<file path="src/rtl/fetch_seq_ctrl.sv">
// Fetch front-end sequencer: arbitrates trap/branch/jump redirects, stall and halt into
// registered PC-generator controls. Optional FETCH_SEQ_PERF_EN adds redirect/stall counters.
`ifndef PC_WIDTH
`define PC_WIDTH 32
`endif

module fetch_seq_ctrl #(
  parameter int unsigned PC_WIDTH     = `PC_WIDTH,
  parameter int unsigned FLUSH_CYCLES = 2,
  parameter logic [31:0] TRAP_VECTOR  = 32'h0000_0100
) (
  input  logic                clk,
  input  logic                rst,
  input  logic                trap_req,
  input  logic                br_req,
  input  logic [PC_WIDTH-1:0] br_target,
  input  logic                jmp_req,
  input  logic [PC_WIDTH-1:0] jmp_target,
  input  logic                stall_req,
  input  logic                halt_req,
  input  logic                resume_req,
  output logic                pc_jump,
  output logic [PC_WIDTH-1:0] pc_target,
  output logic                pc_hold,
  output logic                flush_if,
  output logic                fetch_valid,
  output logic                misalign_err
`ifdef FETCH_SEQ_PERF_EN
  ,
  output logic [31:0]         perf_redirects,
  output logic [31:0]         perf_stall_cycles
`endif
);

  localparam logic [1:0] RUN   = 2'd0;
  localparam logic [1:0] STALL = 2'd1;
  localparam logic [1:0] FLUSH = 2'd2;
  localparam logic [1:0] HALT  = 2'd3;

  localparam logic [PC_WIDTH-1:0] TRAP_PC   = PC_WIDTH'(TRAP_VECTOR);
  localparam logic [3:0]          FLUSH_LEN = 4'(FLUSH_CYCLES);

  logic [1:0]          state_q, state_d;
  logic [3:0]          cnt_q, cnt_d;
  logic                halt_pend_q, halt_pend_d;
  logic                pc_jump_q, pc_jump_d;
  logic [PC_WIDTH-1:0] pc_target_q, pc_target_d;
  logic                pc_hold_q, pc_hold_d;
  logic                flush_if_q, flush_if_d;
  logic                fetch_valid_q, fetch_valid_d;
  logic                misalign_q, misalign_d;
  logic                redir;
  logic [PC_WIDTH-1:0] redir_tgt;

  always_comb begin
    state_d     = state_q;
    cnt_d       = cnt_q;
    halt_pend_d = halt_pend_q;
    pc_jump_d   = 1'b0;
    pc_target_d = pc_target_q;
    flush_if_d  = 1'b0;
    misalign_d  = 1'b0;
    redir       = 1'b0;
    redir_tgt   = TRAP_PC;

    case (state_q)
      RUN, STALL: begin
        if (trap_req) begin
          redir = 1'b1;
        end else if (halt_req) begin
          state_d = HALT;
        end else if (br_req) begin
          redir     = 1'b1;
          redir_tgt = br_target;
        end else if (jmp_req) begin
          redir     = 1'b1;
          redir_tgt = jmp_target;
        end else begin
          state_d = stall_req ? STALL : RUN;
        end
      end
      FLUSH: begin
        if (trap_req) begin
          redir = 1'b1;
        end else begin
          // A halt seen mid-flush is remembered and taken once the bubbles drain.
          if (halt_req) halt_pend_d = 1'b1;
          cnt_d = cnt_q - 4'd1;
          if (cnt_q <= 4'd1) begin
            cnt_d       = '0;
            halt_pend_d = 1'b0;
            if (halt_pend_q || halt_req) state_d = HALT;
            else if (stall_req)          state_d = STALL;
            else                         state_d = RUN;
          end
        end
      end
      HALT: begin
        if (trap_req) begin
          redir = 1'b1;
        end else if (resume_req && !halt_req) begin
          state_d = RUN;
        end
      end
      default: state_d = RUN;
    endcase

    if (redir) begin
      pc_jump_d   = 1'b1;
      flush_if_d  = 1'b1;
      pc_target_d = {redir_tgt[PC_WIDTH-1:2], 2'b00};
      misalign_d  = |redir_tgt[1:0];
      state_d     = FLUSH;
      cnt_d       = FLUSH_LEN;
    end

    pc_hold_d     = (state_d == STALL) || (state_d == HALT);
    fetch_valid_d = (state_d == RUN);
  end

  always_ff @(posedge clk) begin
    if (rst) begin
      state_q       <= RUN;
      cnt_q         <= '0;
      halt_pend_q   <= 1'b0;
      pc_jump_q     <= 1'b0;
      pc_target_q   <= '0;
      pc_hold_q     <= 1'b0;
      flush_if_q    <= 1'b0;
      fetch_valid_q <= 1'b0;
      misalign_q    <= 1'b0;
    end else begin
      state_q       <= state_d;
      cnt_q         <= cnt_d;
      halt_pend_q   <= halt_pend_d;
      pc_jump_q     <= pc_jump_d;
      pc_target_q   <= pc_target_d;
      pc_hold_q     <= pc_hold_d;
      flush_if_q    <= flush_if_d;
      fetch_valid_q <= fetch_valid_d;
      misalign_q    <= misalign_d;
    end
  end

  assign pc_jump      = pc_jump_q;
  assign pc_target    = pc_target_q;
  assign pc_hold      = pc_hold_q;
  assign flush_if     = flush_if_q;
  assign fetch_valid  = fetch_valid_q;
  assign misalign_err = misalign_q;

`ifdef FETCH_SEQ_PERF_EN
  logic [31:0] perf_redir_q, perf_redir_d;
  logic [31:0] perf_stall_q, perf_stall_d;

  always_comb begin
    perf_redir_d = perf_redir_q;
    perf_stall_d = perf_stall_q;
    if (pc_jump_q && (perf_redir_q != '1)) perf_redir_d = perf_redir_q + 32'd1;
    if ((state_q == STALL) && (perf_stall_q != '1)) perf_stall_d = perf_stall_q + 32'd1;
  end

  always_ff @(posedge clk) begin
    if (rst) begin
      perf_redir_q <= '0;
      perf_stall_q <= '0;
    end else begin
      perf_redir_q <= perf_redir_d;
      perf_stall_q <= perf_stall_d;
    end
  end

  assign perf_redirects    = perf_redir_q;
  assign perf_stall_cycles = perf_stall_q;
`endif

endmodule

</file>
<file path="config.mk">
export PLATFORM = sky130hd
export DESIGN_NAME = fetch_seq_ctrl
export DESIGN_NICKNAME = d
export VERILOG_FILES = /design/src/rtl/fetch_seq_ctrl.sv
export SDC_FILE = /design/constraint.sdc
export NUM_CORES = 1
export LEC_CHECK = 0
export ABC_CLOCK_PERIOD_IN_PS = 4100
export CORE_ASPECT_RATIO = 1.2
export CORE_MARGIN = 1.5
export CORE_UTILIZATION = 35
export CTS_CLUSTER_DIAMETER = 50
export DETAILED_ROUTE_END_ITERATION = 10
export DONT_BUFFER_PORTS = 1
export PLACE_DENSITY_LB_ADDON = 0.25
export SYNTH_ARGS = -nofsm -noshare
export SYNTH_HDL_FRONTEND = slang
export SYNTH_SLANG_ARGS = --single-unit
</file>
<file path="constraint.sdc">
create_clock -name clk -period 4.1 [get_ports clk]
set_input_delay 0 -clock clk [delete_from_list [all_inputs] [get_ports clk]]
set_output_delay 0 -clock clk [all_outputs]
set_load 0.1 [all_outputs]
</file>
# Word level (Yosys, flattened, before mapping)
# Index checks and enable logic that the tools add are counted.
[totals] register_bits=41 latch_bits=0 mem_bits_rw=0 mem_bits_ro=0 inputBits=72 out_inout_bits=37 mem_count=0
[classes] n_addsub=1 mul=0 div_mod_pow=0 n_lt_le_gt_ge=1 n_eq_ne=6 shifts=0 muxes=30 bitwise=2 reduce_logical=16
[op_table] op="32-bit 2-to-1 mux" count=5
[op_table] op="2-bit 2-to-1 mux" count=13
[op_table] op="2-bit OR reduction" count=5
[op_table] op="1-bit 2-to-1 mux" count=9
[op_table] op="2-bit equality test (second input constant)" count=3
[op_table] op="2-bit one-hot mux with 3 select lines" count=1
[op_table] op="2-bit by 1-bit equality test with 1-bit output (second input constant)" count=2
[op_table] op="4-bit by 1-bit less-or-equal comparator with 1-bit output (second input constant)" count=1
[op_table] op="2-bit logical NOT" count=2
[op_table] op="4-bit 2-to-1 mux" count=1
[op_table] op="2-bit AND reduction" count=2
[op_table] op="2-bit nonzero test" count=2
[op_table] op="4-bit by 1-bit subtractor with 4-bit output (second input constant)" count=1
[op_table] op="3-bit AND reduction" count=1
[op_table] op="1-bit logical OR" count=2
[op_table] op="2-bit by 1-bit inequality test with 1-bit output (second input constant)" count=1
[op_table] op="1-bit NOT" count=2
[op_table] op="1-bit one-hot mux with 2 select lines" count=1
[op_table] op="1-bit logical AND" count=1
[op_table] op="1-bit logical NOT" count=1

# Logic depth before layout (Yosys ltp)
# Gate-level depths: netlist of the first run.
[depth] depth_word=9 mapped_depth=7

# Least setup slack after synthesis of the first run
# OpenSTA, ideal clock, no wires.
[synth_timing] path_kind="reg-to-reg" start="register state_q[0]" end="register fetch_valid_q, in the netlist fetch_valid" setup_time_ns=0.116 arrival_ns=2.213 required_time_ns=3.984 setup_slack_ns=1.771 path_stages_with_launch=5 cell_sequence="dfxtp_1 > or3b_4 > or4b_1 > a221o_1 > and3b_1"
[synth_via] elab_chain_len=7 word_cells_on_any_way=18
[synth_rtl] item="start, declared" line="43" source="logic [1:0] state_q, state_d;"
[synth_rtl] item="start signal, assigned" line="133" source="state_q <= state_d;"
[synth_rtl] item="2-bit 2-to-1 mux" line="75" source="end else if (jmp_req) begin"
[synth_rtl] item="2-bit 2-to-1 mux" line="72" source="end else if (br_req) begin"
[synth_rtl] item="2-bit 2-to-1 mux" line="70" source="end else if (halt_req) begin"
[synth_rtl] item="2-bit 2-to-1 mux" line="68" source="if (trap_req) begin"
[synth_rtl] item="2-bit one-hot mux with 3 select lines" line="66" source="case (state_q)"
[synth_rtl] item="2-bit 2-to-1 mux *" line="108" source="if (redir) begin"
[synth_rtl] item="2-bit logical NOT *" line="118" source="fetch_valid_d = (state_d == RUN);"
[synth_rtl] item="end signal, assigned" line="140" source="fetch_valid_q <= fetch_valid_d;"
[synth_rtl] item="end, declared" line="50" source="logic fetch_valid_q, fetch_valid_d;"
# Every way passes the cells marked *; elsewhere a longest branch is shown, timed or not.
# A chain may end at the register's enable or synchronous reset.

# Final worst setup path of the first run
[layout_timing] start="register state_q[0]" end="register state_q[0]"
[layout_via] elab_chain_len=6 word_cells_on_any_way=17
[layout_rtl] item="2-bit 2-to-1 mux" line="75"
[layout_rtl] item="2-bit 2-to-1 mux" line="72"
[layout_rtl] item="2-bit 2-to-1 mux" line="70"
[layout_rtl] item="2-bit 2-to-1 mux" line="68"
[layout_rtl] item="2-bit one-hot mux with 3 select lines" line="66"
[layout_rtl] item="2-bit 2-to-1 mux *" line="108"
# Marked as above.

==> results of run 1 <==
area by class of cell:
class,count,share of cell area [%]
clock inverters,2,1.41
multi-input cells,119,33.6
repair buffers,66,26.6
inverters,2,0.302
well taps,58,2.92
flip-flops and latches,40,32.3
clock buffers,6,2.92
flip-flops by register name (all words and copies together) (netlist names):
name and cells:
cnt_q 4, fetch_valid 1, flush_if 1, halt_pend_q 1, misalign_err 1, pc_target 30, state_q 2
timing repair:
item | 4_1_cts | 5_1_grt
hold buffers | 66 | 0
endpoints found under the hold margin | 40 | 0
setup endpoints to repair | 0 | 0
buffers inserted | 0 | 0
cell usage after synthesis (2+ instances only):
master     count
a211oi_1       2
a21oi_1        8
a22oi_1       28
buf_2          2
buf_4          3
clkbuf_1      12
dfxtp_1       40
ha_1           2
inv_1          2
nand2_1        7
nand2b_1       4
nor2_1        11
nor2b_1        3
nor3_1         5
o2bb2ai_1     29
or2b_1         2
or3_1          2
or3_2          3
worst paths after layout:
check | slack [ns] | to
min | 0.005 | pc_target[8]
max | 1.22 | state_q[0]
max reg2reg | 1.22 | state_q[0]
min reg2reg | 0.51 | cnt_q[0]
per-layer routing:
layer	share of wire (%)	vias up	track usage, %
li1	-	780	-
met2	54	106	38.3
met5	0	-	0
met4	1.6	0	8.78
met1	37	808	22.2
met3	8.0	12	5.92
worst max-delay path: stages (launching register included):
cell	delay, ns
dfxtp_1	0.69
or3b_4	0.60
or4b_1	0.51
a221o_1	0.37
dlygate4sd3_1	0.57
nor2_1	0.08
through the flow:
step	setup slack [ns]	instance area, µm²	hold WS, ns	power [mW]
2_1_floorplan	1.77	1720	0.153	0.545
3_3_place_gp	1.73	1720	0.0696	0.547
3_5_place_dp	1.68	1720	0.0718	0.550
4_1_cts	1.23	2490	0.00374	0.930
5_1_grt	1.16	2490	0.0160	0.963
6_report	1.22	2490	0.00483	0.929
cell families (layout without fill, tap and decap cells):
family,Yosys count,after routing,synth area share (%)
adder cells (fa/ha/maj),2,2,1.46
buffers and inverters,19,76,4.97
AO/OA/AOI/OAI,71,71,32.2
AND/OR/NAND/NOR,44,44,14.4
other,1,2,0.219
flip-flops,40,40,46.7
power by group through the flow:
| stage | Clock (mW) | Sequential [mW] | Combinational, mW |
|---|---|---|---|
| 2_1_floorplan | 0 | 0.474 | 0.0713 |
| 3_3_place_gp | 0 | 0.482 | 0.0651 |
| 3_5_place_dp | 0 | 0.482 | 0.0682 |
| 4_1_cts | 0.325 | 0.473 | 0.132 |
| 5_1_grt | 0.341 | 0.475 | 0.148 |
| 6_report | 0.318 | 0.473 | 0.138 |
==> results.py, run 1 <==
metrics = {
    "detailed_routing": {
        "drt_first_pass_iters": 4,
        "drtIter0Drc": 74,
        "ant_nets": 0,
        "drc_errors": 0,
        "avgViaCountPerCell": 5.82,
        "route.vias.total": 1706,
        "wl_per_cell_um": 19.3,
        "routed_wl_mm": 5.66,
    },
    "placement": {
        "gp_congestion": 0.826,
        "port_buffers": 0,
        "dpl.hpwl_mm": 2.94,
        "dp_cells": 219,
    },
    "worst_setup_path": {
        "startpoint": "state_q[0]",
        "critPathMaxFanout": 6,
        "reg2reg_from": "state_q[0]",
        "reg2regPathDepth": 5,
        "end_kind": "flop",
        "worst_setup_path_start_kind": "flop",
        "worstSetupPathType": "reg -> reg",
        "arrival_ns": 3.11,
        "crit_required_ns": 4.33,
    },
    "power": {
        "p_leak_nw": 0.853,
        "internal_power_mw": 0.656,
        "seqPwrFrac_pct": 51.0,
        "switching_power_mw": 0.273,
        "swShare_pct": 29.4,
        "power.share.combinational_pct": 14.8,
        "p_clk_share_pct": 34.2,
        "peakVddDrop_mv": 0.244,
        "power.density_nw_per_um2": 374,
    },
    "timing": {
        "worst_pin_slew_ns": 1.29,
        "slew_headroom_pct": 13.7,
        "fin_setup_tns_ns": 0,
        "hold_violations": 0,
        "setup_viol": 0,
        "min_period_ns": 2.88,
        "min_period_over_period_pct": 70.3,
        "slew_viol_final": 0,
        "rsz0062_at_grt": "false",
        "fmax_mhz": 347,
        "skew_ns": 0.00876,
    },
    "floorplanning": {
        "num_rows": 27,
        "ios": 109,
        "core_area_um2": 4660,
        "initial_core_util_pct": 36.7,
        "fp.dieW_um": 66.9,
        "die_height_um": 79.6,
        "die_area_um2": 5320,
    },
    "cells_and_area": {
        "num-fill-cells": 412,
        "syn2layout_area_growth_pct": 45.1,
        "final_util_pct": 53.3,
        "multi_input_area_um2": 836,
        "final_cell_count_no_fill": 293,
        "layout_common_cells": "dlygate4sd3_1, dfxtp_1, o2bb2ai_1, a22oi_1, nor2_1",
        "seq_area_um2": 802,
        "fin_nets": 308,
        "drive_gt1_share_pct": 6.38,
        "final_common_cell": "dlygate4sd3_1",
        "n_antenna_cell": 0,
    },
    "cts": {
        "cts-htree-levels": 2,
        "cts-root-buf": "clkbuf_8",
        "clk_latency_ns": 0.29,
        "ctsResizeCount": 0,
        "cts_tree": "done",
        "path_clk_slew_ns": 0.08,
        "cts_num_sinks": 40,
        "cts_buffers": 5,
        "cts_buffer_depth": 2,
    },
    "global_routing": {
        "grt_max_degree": 34,
        "grt_pass1_wl_mm": 8.45,
        "grt_usage_pct": 21.1,
        "grt-ovfl-total": 0,
        "grt_pass1_vias": 1759,
        "antenna_found_initial": 0,
    },
    "job": {
        "cap_violations": 0,
    },
    "yosys": {
        "synth_edf_count": 0,
        "synth.area.top_cells": "dfxtp_1, o2bb2ai_1, a22oi_1",
        "ys_seq_elements": 40,
        "synth_area_um2": 1710,
        "synth_cell_types": 30,
        "syn_inst": 177,
        "async_reset_ff_share_pct": 0,
        "syn_avg_cell_area_um2": 9.68,
        "synth_top_area_share_pct": 46.7,
        "ys.flop_type": "dfxtp_1",
        "yosys_warnings": 0,
        "synth_top_area_cell": "dfxtp_1",
        "seq_area_frac_synth_pct": 46.7,
    },
    "worst_hold_path": {
        "min_from": "br_target[8]",
        "holdPathStages": 3,
        "hp-class": "in -> reg",
    },
    "run_status": {
        "status": "finished clean",
    },
}
No activity file was read; power rests on OpenSTA's default activity.
==> run 2: changes to the inputs <==
--- a/config.mk
+++ b/config.mk
@@ -5,7 +5,7 @@
 export SDC_FILE = /design/constraint.sdc
 export NUM_CORES = 1
 export LEC_CHECK = 0
-export ABC_CLOCK_PERIOD_IN_PS = 4100
+export ABC_CLOCK_PERIOD_IN_PS = 2400
 export CORE_ASPECT_RATIO = 1.2
 export CORE_MARGIN = 1.5
 export CORE_UTILIZATION = 35
==> constraint.sdc (replaced) <==
create_clock -name clk -period 2.4 [get_ports clk]
set_input_delay 0 -clock clk [delete_from_list [all_inputs] [get_ports clk]]
set_output_delay 0 -clock clk [all_outputs]
set_load 0.1 [all_outputs]
==> results.py, run 2 (synthesized netlist as in run 1, its figures left out) <==
metrics = {
    "run_status": {
        "status": "finished clean",
    },
    "cts": {
        "cts-root-buf": "clkbuf_8",
        "cts_buffers": 5,
        "cts_setup_buffers": 0,
        "cts-htree-levels": 2,
        "cts_num_sinks": 40,
        "path_clk_slew_ns": 0.08,
        "cts_tree": "done",
        "clk_latency_ns": 0.29,
        "cts_buffer_depth": 2,
    },
    "timing": {
        "fin_setup_tns_ns": 0,
        "slew_headroom_pct": 33.9,
        "hold_ws_ns": 0.0162,
        "skew_ns": 0.00891,
        "fmax_mhz": 437,
        "setup_viol": 0,
        "min_period_ns": 2.29,
        "slew_viol_final": 0,
        "worst_pin_slew_ns": 0.993,
        "min_period_over_period_pct": 95.4,
        "hold_violations": 0,
        "rsz0062_at_grt": "false",
    },
    "detailed_routing": {
        "route.vias.total": 1842,
        "drtIter0Drc": 47,
        "wl_per_cell_um": 17.7,
        "avgViaCountPerCell": 5.62,
        "ant_nets": 0,
        "routed_wl_mm": 5.81,
        "drt_first_pass_iters": 4,
        "drc_errors": 0,
    },
    "cells_and_area": {
        "n_antenna_cell": 0,
        "final_cell_count_no_fill": 328,
        "syn2layout_area_growth_pct": 60.8,
        "drive_gt1_share_pct": 19.3,
        "fin_nets": 343,
        "largest_register_ff_count": 30,
        "post-route-cell-area_um2": 2760,
        "final_common_cell": "dlygate4sd3_1",
        "layout_common_cells": "dlygate4sd3_1, dfxtp_1, buf_4, o2bb2ai_1, a22oi_1",
    },
    "worst_hold_path": {
        "hp-class": "in -> reg",
        "min_from": "trap_req",
        "hold_end": "cnt_q[2]",
        "holdPathStages": 4,
    },
    "worst_setup_path": {
        "slowest_delay_ns": 0.60,
        "crit_chain": "or3_2 -> or3_1 -> buf_6 -> a211oi_2 -> dlygate4sd3_1",
        "rrSetupSlack_ns": 0.11,
        "worstSetupPathType": "reg -> reg",
        "r2r-end": "misalign_err",
        "arrival_ns": 2.52,
        "worst_setup_path_start_kind": "flop",
        "end_kind": "flop",
        "reg2regPathDepth": 5,
        "crit_required_ns": 2.63,
        "critPathSlowestCell": "dlygate4sd3_1",
        "reg2reg_from": "state_q[1]",
        "critPathMaxFanout": 30,
    },
    "global_routing": {
        "grt_pass1_vias": 1922,
        "grt_pass1_wl_mm": 9.11,
        "grt_usage_pct": 22.7,
        "antenna_found_initial": 0,
        "grt-ovfl-total": 0,
        "grt_max_degree": 34,
    },
    "floorplanning": {
        "core_area_um2": 4660,
        "die_height_um": 79.6,
        "initial_core_util_pct": 36.7,
        "die_area_um2": 5320,
        "num_rows": 27,
        "fp.dieW_um": 66.9,
        "ios": 109,
    },
    "placement": {
        "dp_cells": 253,
        "dpl.hpwl_mm": 3.22,
        "gp_congestion": 0.746,
        "place_area_um2": 1970,
        "port_buffers": 0,
    },
    "power": {
        "power.density_nw_per_um2": 556,
        "p_leak_nw": 1.05,
        "peakVddDrop_mv": 0.483,
    },
    "job": {
        "cap_violations": 0,
    },
}
==> run 2: cell types whose count changed in the layout (fill, tap and decap cells not counted) <==
cell | previous run | this run
buf_4 | 0 | 33
a211oi_1 | 2 | 1
a211oi_2 | 0 | 1
buf_12 | 0 | 1
buf_6 | 0 | 1
bufinv_16 | 1 | 0
clkbuf_1 | 1 | 0
clkbuf_8 | 5 | 6
clkinv_2 | 1 | 2
==> run 2: worst max path at each step <==
stage	to	slack, ns	start
detailed placement	fetch_valid	0.43	state_q[1]
floorplan	fetch_valid	0.07	state_q[0]
global route	misalign_err	0.05	state_q[1]
global placement	fetch_valid	0.48	state_q[1]
CTS	misalign_err	0.13	state_q[1]
finish	misalign_err	0.11	state_q[1]
==> run 2: area by class of cell <==
type / instances / area, µm²
inverter: 2 / 7.51
clock inverter: 2 / 10.0
fill: 394 / 1910
multi-input combinational: 119 / 841
sequential: 40 / 802
tap: 58 / 72.6
timing repair buffer: 101 / 940
clock buffer: 6 / 82.6
==> run 2: worst max-delay path: cells and delay by family, from the launching register on <==
family / cells / cell delay (ns)
AND/OR/NAND/NOR: 2 / 0.88
flip-flops: 1 / 0.36
buffers and inverters: 2 / 0.80
AO/OA/AOI/OAI: 1 / 0.18
==> run 2: where the power goes <==
| group | leakage [nW] | internal (mW) | switching [mW] |
|---|---|---|---|
| Clock | 0.0510 | 0.230 | 0.234 |
| Sequential | 0.325 | 0.682 | 0.0356 |
| Combinational | 0.670 | 0.151 | 0.200 |
==> run 2: repair_timing <==
item | 4_1_cts | 5_1_grt
setup endpoints to repair | 0 | 1
hold buffers | 67 | 0
gates resized for setup | 0 | 2
endpoints found under the hold margin | 40 | 0
==> run 2: layer usage <==
metal	part of all wire [%]	wire (µm)	up-vias	GRT usage [%]
li1	-	-	850	-
met1	39	2260	872	24.1
met2	52	3000	106	41.8
met3	7.3	427	14	5.36
met4	2.2	125	0	9.59
met5	0	0	-	0
==> run 2: metrics by stage <==
stage               util (%)  worst slack, ns  total power, mW
finish                  59.1            0.110             1.53
global route            59.1           0.0452             1.60
CTS                     58.9            0.128             1.54
detailed placement      42.3            0.434            0.962
global placement        42.3            0.484            0.954
floorplan                  -           0.0715            0.932
